<file path="config.mk">
export PLATFORM = sky130hd
export DESIGN_NAME = positmult_arbiter_es3
export DESIGN_NICKNAME = d
export VERILOG_FILES = /design/src/rtl/positmult_arbiter_es3.sv
export SDC_FILE = /design/constraint.sdc
export NUM_CORES = 1
export LEC_CHECK = 0
export BUFFER_PORTS_ARGS = -buffer_cell sky130_fd_sc_hd__buf_2
export CAP_MARGIN = 20
export CORE_AREA = 2 2 100 102
export DETAILED_ROUTE_END_ITERATION = 7
export DIE_AREA = 0 0 102 104
export GPL_ROUTABILITY_DRIVEN = 0
export PLACE_DENSITY = 0.76
export SYNTH_ARGS = -nofsm -noshare
export SYNTH_HDL_FRONTEND = slang
export SYNTH_SLANG_ARGS = --single-unit
</file>
<file path="constraint.sdc">
create_clock -name clk -period 6.8 [get_ports clk]
set_clock_uncertainty 0.1 [all_clocks]
set_input_delay 0.34 -clock clk [delete_from_list [all_inputs] [get_ports clk]]
set_output_delay 0.34 -clock clk [all_outputs]
set_load 0.02 [all_outputs]
</file>
<file path="src/rtl/positmult_arbiter_es3.sv">
// Round-robin front end that shares one fixed-latency posit multiplier between NREQ requesters.
// It carries the requester id through a tag pipe that runs alongside the multiplier and routes each result back to its requester.
module positmult_arbiter_es3 #(
    parameter int NREQ                               = 4,
    parameter int LATENCY                            = 4,
    parameter int POSIT_SERIALIZED_WIDTH_ES3         = 16,
    parameter int POSIT_SERIALIZED_WIDTH_SUM_ES3     = 20,
    parameter int POSIT_SERIALIZED_WIDTH_PRODUCT_ES3 = 24
) (
    input  logic                                          clk,
    input  logic                                          reset_n,
    input  logic [NREQ-1:0]                               req_valid,
    output logic [NREQ-1:0]                               req_ready,
    input  logic [NREQ*POSIT_SERIALIZED_WIDTH_SUM_ES3-1:0] req_in1,
    input  logic [NREQ*POSIT_SERIALIZED_WIDTH_ES3-1:0]    req_in2,
    input  logic [2*NREQ-1:0]                             req_trunc,
    input  logic                                          issue_en,
    output logic                                          mult_start,
    output logic [POSIT_SERIALIZED_WIDTH_SUM_ES3-1:0]     mult_in1,
    output logic [POSIT_SERIALIZED_WIDTH_ES3-1:0]         mult_in2,
    output logic                                          mult_in1_truncated,
    output logic                                          mult_in2_truncated,
    input  logic [POSIT_SERIALIZED_WIDTH_PRODUCT_ES3-1:0] mult_result,
    input  logic                                          mult_done,
    input  logic                                          mult_truncated,
    output logic [NREQ-1:0]                               rsp_valid,
    output logic [POSIT_SERIALIZED_WIDTH_PRODUCT_ES3-1:0] rsp_result,
    output logic                                          rsp_truncated,
    output logic                                          busy,
    output logic                                          err
);
    localparam int SW  = POSIT_SERIALIZED_WIDTH_SUM_ES3;
    localparam int PW  = POSIT_SERIALIZED_WIDTH_ES3;
    localparam int IDW = (NREQ > 1) ? $clog2(NREQ) : 1;
    localparam int CW  = $clog2(LATENCY + 1);

    logic [IDW-1:0] ptr_q, ptr_d;
    logic           tag_vld_q [LATENCY];
    logic [IDW-1:0] tag_id_q  [LATENCY];
    logic [CW-1:0]  cnt_q, cnt_d;
    logic [CW-1:0]  guard_q, guard_d;
    logic           err_q, err_d;

    logic           grant_vld;
    logic [IDW-1:0] grant_id;
    logic           xfer;
    logic           done;
    logic           exit_vld;
    logic [IDW-1:0] exit_id;
    logic           hit;
    logic           mismatch;

    // Two passes give round-robin priority: first ptr..NREQ-1, then 0..ptr-1.
    always_comb begin
        grant_vld = 1'b0;
        grant_id  = '0;
        for (int i = 0; i < NREQ; i++) begin
            if (!grant_vld && req_valid[i] && (IDW'(i) >= ptr_q)) begin
                grant_vld = 1'b1;
                grant_id  = IDW'(i);
            end
        end
        for (int i = 0; i < NREQ; i++) begin
            if (!grant_vld && req_valid[i] && (IDW'(i) < ptr_q)) begin
                grant_vld = 1'b1;
                grant_id  = IDW'(i);
            end
        end
    end

    // reset_n gates issue so that nothing leaves the block while reset is held.
    assign xfer       = issue_en & reset_n & grant_vld;
    assign mult_start = xfer;

    always_comb begin
        req_ready          = '0;
        mult_in1           = '0;
        mult_in2           = '0;
        mult_in1_truncated = 1'b0;
        mult_in2_truncated = 1'b0;
        for (int i = 0; i < NREQ; i++) begin
            if (xfer && (grant_id == IDW'(i))) begin
                req_ready[i]       = 1'b1;
                mult_in1           = req_in1[i*SW +: SW];
                mult_in2           = req_in2[i*PW +: PW];
                mult_in1_truncated = req_trunc[2*i];
                mult_in2_truncated = req_trunc[2*i+1];
            end
        end
    end

    // Done is only trusted as a clean 1; X or Z counts as idle.
    assign done     = (mult_done === 1'b1);
    assign exit_vld = tag_vld_q[LATENCY-1];
    assign exit_id  = tag_id_q[LATENCY-1];
    assign hit      = done & exit_vld;
    // While the guard window is open, a done from the unreset multiplier is stale and ignored.
    assign mismatch = (done & ~exit_vld & (guard_q == '0)) | (~done & exit_vld);

    always_comb begin
        rsp_valid = '0;
        for (int i = 0; i < NREQ; i++) begin
            if (hit && (exit_id == IDW'(i))) begin
                rsp_valid[i] = 1'b1;
            end
        end
    end

    assign rsp_result    = hit ? mult_result : '0;
    assign rsp_truncated = hit & mult_truncated;
    assign busy          = (cnt_q != '0);
    assign err           = err_q;

    always_comb begin
        ptr_d = ptr_q;
        if (xfer) begin
            ptr_d = (grant_id == IDW'(NREQ - 1)) ? '0 : grant_id + 1'b1;
        end
        cnt_d = cnt_q;
        case ({xfer, exit_vld})
            2'b10:   cnt_d = cnt_q + 1'b1;
            2'b01:   cnt_d = cnt_q - 1'b1;
            default: cnt_d = cnt_q;
        endcase
        guard_d = (guard_q != '0) ? guard_q - 1'b1 : guard_q;
        err_d   = err_q | mismatch;
    end

    always_ff @(posedge clk or negedge reset_n) begin
        if (!reset_n) begin
            ptr_q   <= '0;
            cnt_q   <= '0;
            guard_q <= CW'(LATENCY);
            err_q   <= 1'b0;
            for (int s = 0; s < LATENCY; s++) begin
                tag_vld_q[s] <= 1'b0;
                tag_id_q[s]  <= '0;
            end
        end else begin
            ptr_q        <= ptr_d;
            cnt_q        <= cnt_d;
            guard_q      <= guard_d;
            err_q        <= err_d;
            tag_vld_q[0] <= xfer;
            tag_id_q[0]  <= grant_id;
            for (int s = 1; s < LATENCY; s++) begin
                tag_vld_q[s] <= tag_vld_q[s-1];
                tag_id_q[s]  <= tag_id_q[s-1];
            end
        end
    end

endmodule

</file>
==> results.py, run 1 <==
metrics = {
    "global_routing": {
        "grt-busiest-layer": "met2",
        "gr-usage-met3_pct": 1.75,
        "grt_usage_pct": 17.6,
        "antenna_found_initial": 0,
        "grt_max_degree": 79,
        "first_global_vias": 3335,
        "grt_remaining_overflow": 0,
        "grt_util_met1_pct": 21.5,
        "grtUsageMet2_pct": 32.8,
        "grt_pass1_wl_mm": 15.5,
    },
    "setup_path": {
        "path_buf_inv": 3,
        "path_class": "flop to output port",
        "cpMaxStageDelayCell": "or3_2",
        "r2r-end": "cnt_q[2]",
        "startpoint_type": "flop",
        "end_kind": "output port",
        "reg2reg_slack_ns": 4.68,
        "max_stage_delay_ns": 0.89,
        "crit_fanout": 78,
        "crit_required_ns": 6.36,
        "crit_family": "simple AND/OR/NAND/NOR gates",
        "worstReg2RegStart": "exit_vld",
        "cp.arrival_ns": 3.40,
        "cp_cell_sequence": "inv_1, o21ai_0, a211oi_1, ha_2, buf_4, or3_2, o211ai_1, buf_2",
        "r2r_cells": 6,
    },
    "timing": {
        "setup_viol": 0,
        "hold_slack_ns": 0.249,
        "tightest_slew_ns": 0.965,
        "rsz0062_at_grt": "no",
        "maxSlewHeadroom_pct": 35.6,
        "report.final.slew_viol_count": 0,
        "hold_violations": 0,
        "clock.fmax_ghz": 0.260,
        "fin_crit_sh_pct": 56.5,
        "period_needed_ns": 3.84,
        "tns_ns": 0,
    },
    "placement": {
        "io_buffers": 258,
        "dp.cells": 701,
        "hpwl_mm": 7.97,
    },
    "clock_network": {
        "cts_resized": 0,
        "clk_latency_ns": 0.25,
        "cts_buffers": 3,
        "cts_tree": "done",
        "clk_pin_slew_ns": 0.08,
        "cts_buffer_depth": 2,
        "clockRootBuffer": "clkbuf_8",
        "htreeDepth": 1,
        "cts.sinks": 21,
    },
    "min_path": {
        "hp-class": "flop to flop",
        "worstHoldStart": "tag_id_q[2]",
        "hold_end": "exit_id[0]",
        "whs_path_depth": 0,
    },
    "layout": {
        "layout_commonest_cell": "buf_2",
        "nFillCells": 940,
        "syn_to_final_growth_pct": 48.8,
        "fin_nets": 766,
        "final_cells": 707,
        "mostFrequentLayoutCells": "buf_2, and2_1, nand3_1",
        "drive_gt1_share_pct": 51.4,
        "n_antenna_cell": 0,
    },
    "drt": {
        "vias": 3603,
        "drc_errors": 0,
        "via_per_inst": 5.10,
        "wl_per_cell_um": 14.7,
        "dr.pass1.iters": 5,
        "wl_mm": 10.4,
        "dr.first_iter.drc_count": 136,
        "antenna_left": 0,
    },
    "die": {
        "die_area_mm2": 0.0106,
        "die_y_um": 104,
        "rows": 36,
        "start_util_pct": 29.7,
        "ioPinCount": 259,
        "core_area_mm2": 0.00955,
        "die_w_um": 102,
    },
    "yosys": {
        "synth_nets": 536,
        "synth_top_flop_cell": "dfrtp_1",
        "avgSynthCellArea_um2": 8.23,
        "syn_area_mm2": 0.00284,
        "yosys_warnings": 0,
        "yosysUniqueCellTypes": 35,
        "synth_edf_count": 0,
        "seq_area_frac_synth_pct": 18.6,
        "async_flop_share_pct": 100,
        "synth-seq-cells": 21,
        "netlist_instances": 345,
    },
    "pwr": {
        "p_sw_uw": 359,
        "leakagePower_uw": 0.00242,
        "pwr-share-seq_pct": 23.1,
        "power_density_mw_per_mm2": 183,
        "ir_drop_v": 0.0000779,
        "p_clk_share_pct": 10.4,
        "combPwrFrac_pct": 66.5,
        "sw_frac_of_total_pct": 46.4,
        "p_int_uw": 414,
    },
    "run": {
        "cap_violations": 0,
    },
    "status": {
        "status": "finished clean",
    },
}
## power by group through the flow
stage	registers [µW]	logic, µW	clock network, µW
6_report	179	515	80.1
4_1_cts	179	513	84.4
5_1_grt	182	564	88.3
2_1_floorplan	170	370	0
3_5_place_dp	181	511	0
3_3_place_gp	179	496	0
## area by class of cell
class | count | area (µm²) | share of cell area (%)
clock buffer | 3 | 41.3 | 0.978
clock inverter | 1 | 5.00 | 0.119
inverter | 11 | 41.3 | 0.978
multi-input combinational | 274 | 2100 | 49.6
sequential | 21 | 527 | 12.5
tap | 133 | 166 | 3.94
timing repair buffer | 264 | 1350 | 31.9
## sequential cells by signal (all words and copies together), names as in the netlist
name	cells
cnt_q	3
guard_q	3
exit_vld	1
ptr_q	2
err	1
tag_id_q	6
exit_id	2
tag_vld_q	3
## through the flow
step	instance area, µm²	setup slack (ns)	util [%]	total power (µW)
6_report	4220	2.96	44.2	773
5_1_grt	4220	2.74	44.2	834
4_1_cts	4210	2.92	44.1	776
3_5_place_dp	4150	3.25	43.5	692
3_3_place_gp	4150	3.37	43.5	675
2_1_floorplan	2840	4.25	-	540
## timing repair
| action | CTS | global route |
|---|---|---|
| hold buffers | 1 | 0 |
| buffers inserted | 0 | 0 |
| endpoints found under the hold margin | 20 | 0 |
## worst max-delay path by stage
| stage | end | start | cells after the start | slack (ns) |
|---|---|---|---|---|
| after floorplan | mult_in1[19] | ptr_q[1] | 10 | 4.25 |
| after global placement | mult_in2[13] | req_valid[0] | 9 | 3.37 |
| after detailed placement | mult_in2[13] | ptr_q[0] | 8 | 3.25 |
| after CTS | mult_in2[13] | ptr_q[0] | 8 | 2.92 |
| after global routing | mult_in2[13] | ptr_q[0] | 8 | 2.74 |
| final | mult_in2[13] | ptr_q[0] | 8 | 2.96 |
## worst reg2reg max path, cell delays in order (launching register included)
cell	delay, ns
dfrtp_1	0.76
ha_1	0.32
inv_1	0.07
fa_1	0.38
xor2_1	0.15
nor2_1	0.12
xor2_1	0.15
## metal layers
layer | share of wire [%] | vias to the layer above
li1 | - | 1737
met1 | 41 | 1656
met2 | 51 | 196
met3 | 6.8 | 14
met4 | 1.1 | 0
met5 | 0 | -
## cells in the mapped netlist, types with 6 or more instances
cell type / number / area share [%]
nand4b_1: 38 / 12
and3_1: 25 / 5.5
o211ai_2: 20 / 8.8
dfrtp_1: 20 / 18
nand2_1: 8 / 1.1
mux2i_1: 38 / 13
nor2_1: 6 / 0.79
and2_1: 41 / 9.0
o211ai_1: 18 / 4.8
inv_1: 10 / 1.3
nand3_1: 41 / 7.2
clkbuf_1: 29 / 3.8
## cell families after synthesis
logic type	after synthesis	synth area share, %
buffers and inverters	50	7.89
muxes	39	13.8
xor gates and xnor gates	4	1.23
and+or+nand+nor	172	38.2
AOI/OAI and AO/OA	53	17.4
adders and majority gates	6	2.91
DFF	21	18.6
(Power assumes the default switching activity.)
==> run 2, diff against run 1 <==
Settings changed: CORE_AREA 2 2 100 102 to 2 2 101 103, DIE_AREA 0 0 102 104 to 0 0 103 105, PLACE_DENSITY 0.76 to 0.75.
Clock period 6.8 ns to 4 ns, I/O delays scaled along.
==> results.py, run 2 (synthesized netlist as in run 1, its figures left out) <==
metrics = {
    "pwr": {
        "p_int_uw": 697,
        "p_sw_uw": 614,
        "pwr-share-seq_pct": 23.2,
        "power_density_mw_per_mm2": 310,
        "ir_drop_v": 0.000185,
        "p_clk_share_pct": 10.2,
        "combPwrFrac_pct": 66.5,
        "sw_frac_of_total_pct": 46.8,
        "leakagePower_uw": 0.00242,
        "design_power_total_uw": 1310,
    },
    "timing": {
        "period_needed_ns": 3.30,
        "fin_crit_sh_pct": 82.4,
        "maxSlewHeadroom_pct": 35.9,
        "setup_viol": 0,
        "tns_ns": 0,
        "rsz0062_at_grt": "no",
        "clock.fmax_ghz": 0.303,
        "setup_ws_ns": 0.704,
        "hold_violations": 0,
        "tightest_slew_ns": 0.961,
        "report.final.slew_viol_count": 0,
    },
    "setup_path": {
        "path_buf_inv": 1,
        "crit_required_ns": 3.70,
        "crit_family": "simple AND/OR/NAND/NOR gates",
        "path_class": "flop to output port",
        "crit_fanout": 38,
        "cp_cell_sequence": "nor3b_1, a211oi_1, ha_2, or3_2, o211ai_1, buf_2",
        "max_stage_delay_ns": 0.89,
        "end_kind": "output port",
        "cpMaxStageDelayCell": "or3_2",
        "startpoint_type": "flop",
        "cp.arrival_ns": 3.00,
    },
    "placement": {
        "io_buffers": 258,
        "placed_area_mm2": 0.00417,
        "post-place-ws_ns": 0.941,
        "hpwl_mm": 8.12,
    },
    "drt": {
        "wl_mm": 10.5,
        "wl_per_cell_um": 14.9,
        "antenna_left": 0,
        "via_per_inst": 5.14,
        "dr.pass1.iters": 4,
        "drc_errors": 0,
        "dr.first_iter.drc_count": 152,
        "vias": 3635,
    },
    "min_path": {
        "hp-class": "input port to flop",
    },
    "clock_network": {
        "clockRootBuffer": "clkbuf_8",
        "cts.sinks": 21,
        "cts_tree": "done",
        "cts_buffer_depth": 2,
        "clk_pin_slew_ns": 0.07,
        "cts_resized": 0,
        "clk_latency_ns": 0.25,
        "cts_hold_buf": 1,
        "post-cts-setup-buffer-count": 0,
        "htreeDepth": 1,
        "cts_buffers": 3,
    },
    "layout": {
        "fin_nets": 766,
        "syn_to_final_growth_pct": 49.0,
        "design_area_mm2": 0.00423,
        "layout_commonest_cell": "buf_2",
        "drive_gt1_share_pct": 51.4,
        "n_antenna_cell": 0,
        "mostFrequentLayoutCells": "buf_2, and2_1, nand3_1",
        "largest_register": "tag_id_q",
        "largest_reg_flops": 6,
        "fin_util_pct": 43.9,
        "nFillCells": 965,
    },
    "die": {
        "rows": 36,
        "core_area_mm2": 0.00964,
        "die_y_um": 105,
        "start_util_pct": 29.4,
        "die_w_um": 103,
        "ioPinCount": 259,
        "die_area_mm2": 0.0108,
    },
    "global_routing": {
        "grt_max_degree": 78,
        "antenna_found_initial": 0,
        "grt_pass1_wl_mm": 15.5,
        "grt_usage_pct": 17.6,
        "first_global_vias": 3400,
        "grt_remaining_overflow": 0,
    },
    "status": {
        "status": "finished clean",
    },
    "run": {
        "cap_violations": 0,
    },
}
run 2: cell counts in the layout (fill, tap and decap cells not counted):
Identical to the previous run, type by type.
run 2: final timing paths:
path / from / endpoint / slack (ns) / cells past startpoint
min in group asynchronous: reset_n / guard_q[0] / 0.35 / 2
worst min register to register: tag_id_q[7] / tag_id_q[5] / 0.25 / 0
max in group asynchronous: reset_n / guard_q[2] / 3.09 / 2
worst max register to register: exit_vld / cnt_q[2] / 1.92 / 6
worst min-delay path: req_valid[1] / tag_id_q[7] / 0.19 / 2
worst max-delay path: ptr_q[1] / mult_in2[0] / 0.70 / 6
run 2: power by group through the flow:
| stage | Sequential, µW | Combinational [µW] | Clock (µW) |
|---|---|---|---|
| after global placement | 305 | 848 | 0 |
| final | 305 | 872 | 134 |
| after floorplan | 288 | 630 | 0 |
| after CTS | 305 | 881 | 139 |
| after global routing | 311 | 960 | 147 |
| after detailed placement | 309 | 878 | 0 |
run 2: layout make-up:
class	instances	area [µm²]	area share (%)
multi-input cells	274	2100	49.6
repair buffers	264	1350	32.0
flip-flops and latches	21	527	12.5
well taps	133	166	3.94
clock buffers	3	41.3	0.977
inverters	11	41.3	0.977
clock inverters	1	5.00	0.118
run 2: per-layer routing:
metal  up-vias  GRT usage [%]  part of all wire (%)
li1       1733              -                     -
met1      1710           20.0                    39
met2       182           34.2                    52
met3        10           2.07                   7.9
met4         0           3.38                   1.1
met5         -              0                     0
run 2: through the flow:
stage | cells | hold slack (ns)
2_1_floorplan | 345 | -0.196
3_3_place_gp | 702 | 0.0998
3_5_place_dp | 702 | 0.102
4_1_cts | 707 | 0.190
5_1_grt | 707 | 0.213
6_report | 707 | 0.192
==> run 3, diff against run 2 <==
Settings changed: ABC_AREA set to 1, PLACE_DENSITY 0.75 to 0.83.
Clock period 4 ns to 2.9 ns, I/O delays scaled along.
==> results.py, run 3 <==
metrics = {
    "global_routing": {
        "grt-busiest-layer": "met2",
        "grt_pass1_wl_mm": 17.8,
        "grt_max_degree": 44,
        "first_global_vias": 4045,
        "grt_usage_pct": 20.1,
        "grtUsageMet2_pct": 38.1,
        "grt_util_met1_pct": 23.4,
        "antenna_found_initial": 0,
        "gr-usage-met3_pct": 2.81,
        "grt_remaining_overflow": 0,
    },
    "timing": {
        "clock.fmax_ghz": 0.375,
        "fin_crit_sh_pct": 92.0,
        "report.final.slew_viol_count": 0,
        "maxSlewHeadroom_pct": 41.9,
        "hold_violations": 0,
        "hold_slack_ns": 0.107,
        "rsz0062_at_grt": "no",
        "setup_ws_ns": 0.233,
        "period_needed_ns": 2.67,
        "tightest_slew_ns": 0.870,
        "setup_viol": 0,
        "tns_ns": 0,
    },
    "yosys": {
        "yosysMostFrequentCell": "nand2_1",
        "seq_area_frac_synth_pct": 15.9,
        "synthTopCellsByCount": "nand2_1, inv_1, nand3_1",
        "synth-seq-cells": 21,
        "ys_top_cells_by_area": "nand2_1, inv_1, dfrtp_1",
        "synth_edf_count": 0,
        "avgSynthCellArea_um2": 5.11,
        "synth_nets": 838,
        "syn_area_mm2": 0.00331,
        "synth_top_area_cell": "nand2_1",
        "netlist_instances": 647,
        "synth_top_flop_cell": "dfrtp_1",
        "synth_top_area_share_pct": 23.0,
        "yosys_warnings": 0,
        "yosysUniqueCellTypes": 29,
        "async_flop_share_pct": 100,
    },
    "placement": {
        "io_buffers": 258,
        "dp.cells": 1010,
        "post-place-ws_ns": 0.342,
        "hpwl_mm": 8.99,
    },
    "clock_network": {
        "cts_buffer_depth": 2,
        "clk_pin_slew_ns": 0.07,
        "post-cts-setup-buffer-count": 0,
        "cts_tree": "done",
        "clk_latency_ns": 0.25,
        "clockRootBuffer": "clkbuf_8",
        "htreeDepth": 1,
        "cts_buffers": 3,
        "cts.sinks": 21,
    },
    "setup_path": {
        "end_kind": "output port",
        "cpMaxStageDelayCell": "dfrtp_1",
        "crit_required_ns": 2.65,
        "path_class": "flop to output port",
        "max_stage_delay_ns": 0.37,
        "path_common_cell": "nand2_1",
        "cp.arrival_ns": 2.42,
        "startpoint_type": "flop",
        "cp_cell_sequence": "nand2_1, a21oi_4, nand3_1, nand2_4, inv_1, ha_1, nand3_4, buf_4, nor2_1, nand2_1, nand3_1, nand2_1, nand2_1, buf_2",
        "crit_fanout": 17,
    },
    "layout": {
        "n_antenna_cell": 0,
        "largest_reg_flops": 6,
        "fin_nets": 1074,
        "final_cells": 1015,
        "syn_to_final_growth_pct": 43.0,
        "mostFrequentLayoutCells": "buf_2, nand2_1, inv_1",
        "largest_register": "tag_id_q",
        "layout_commonest_cell": "buf_2",
        "drive_gt1_share_pct": 32.7,
    },
    "pwr": {
        "ir_drop_v": 0.000186,
        "power_density_mw_per_mm2": 423,
        "design_power_total_uw": 2000,
        "leakagePower_uw": 0.00332,
    },
    "run": {
        "cap_violations": 0,
    },
    "die": {
        "die_w_um": 103,
        "core_area_mm2": 0.00964,
        "die_y_um": 105,
        "rows": 36,
        "ioPinCount": 259,
        "start_util_pct": 34.3,
        "die_area_mm2": 0.0108,
    },
    "drt": {
        "dr.first_iter.drc_count": 177,
        "via_per_inst": 4.51,
        "vias": 4581,
        "antenna_left": 0,
        "wl_mm": 11.6,
        "wl_per_cell_um": 11.4,
        "drc_errors": 0,
        "dr.pass1.iters": 4,
    },
    "min_path": {
        "hp-class": "input port to flop",
    },
    "status": {
        "status": "finished clean",
    },
}
-- run 3: changes by cell type after synthesis, moves of 39 or more --
cell	previous run	this run
and2_1	41	0
inv_1	10	143
nand2_1	8	203
nand3_1	41	80
nand4_1	0	40
nor2_1	6	68
-- run 3: layout make-up --
cell class | count | area [µm²]
inverters | 161 | 604
fillers | 1063 | 4910
clock buffers | 4 | 45.0
well taps | 133 | 166
multi-input cells | 422 | 1950
flip-flops and latches | 21 | 527
repair buffers | 274 | 1440
-- run 3: power breakdown --
part	total [µW]	switching [µW]	leakage [µW]	internal (µW)
combinational	1410	948	0.00304	464
sequential	405	36.3	0.000256	369
clock	182	83.9	0.0000228	97.6
total	2000	1070	0.00332	931
-- run 3: worst paths after layout --
kind / from / cells past startpoint / slack, ns / end
worst min register to register: tag_vld_q[3] / 0 / 0.25 / tag_vld_q[2]
worst max register to register: ptr_q[1] / 10 / 0.58 / cnt_q[2]
worst min-delay path: mult_done / 3 / 0.11 / err
worst max-delay path: ptr_q[1] / 14 / 0.23 / mult_in2[13]
max in group asynchronous: reset_n / 3 / 2.14 / guard_q[2]
min in group asynchronous: reset_n / 3 / 0.30 / tag_id_q[4]
-- run 3: through the flow --
step	cell area, µm²	utilization (%)
floorplan	3310	-
CTS	4710	48.8
global route	4730	49.1
detailed placement	4650	48.2
finish	4730	49.1
global placement	4650	48.2
-- run 3: cells by family (layout without fill, tap and decap cells) --
| family | Yosys count | after routing | share of synthesized area, % |
|---|---|---|---|
| buf+inv | 204 | 439 | 25.7 |
| compound gates | 10 | 10 | 2.19 |
| fa+ha+maj | 6 | 6 | 2.50 |
| xor+xnor | 4 | 4 | 1.06 |
| simple gates | 402 | 402 | 52.7 |
| flops | 21 | 21 | 15.9 |
-- run 3: critical path: cells and delay by family, from the launching register on --
kind / cells / cell delay (ns)
buffers and inverters: 3 / 0.48
and+or+nand+nor: 9 / 0.93
AOI/OAI and AO/OA: 1 / 0.17
DFF: 1 / 0.37
adders and majority gates: 1 / 0.22
-- run 3: layer usage --
| metal | part of all wire, % | up-vias |
|---|---|---|
| li1 | - | 2392 |
| met1 | 39 | 1969 |
| met2 | 51 | 208 |
| met3 | 9.0 | 12 |
| met4 | 1.1 | 0 |
| met5 | 0 | - |
-- run 3: timing repair --
| item | CTS | global route |
|---|---|---|
| gates resized for setup | 0 | 5 |
| hold endpoints to repair | 20 | 0 |
| hold buffers | 1 | 0 |
| endpoints found under the setup margin | 0 | 34 |
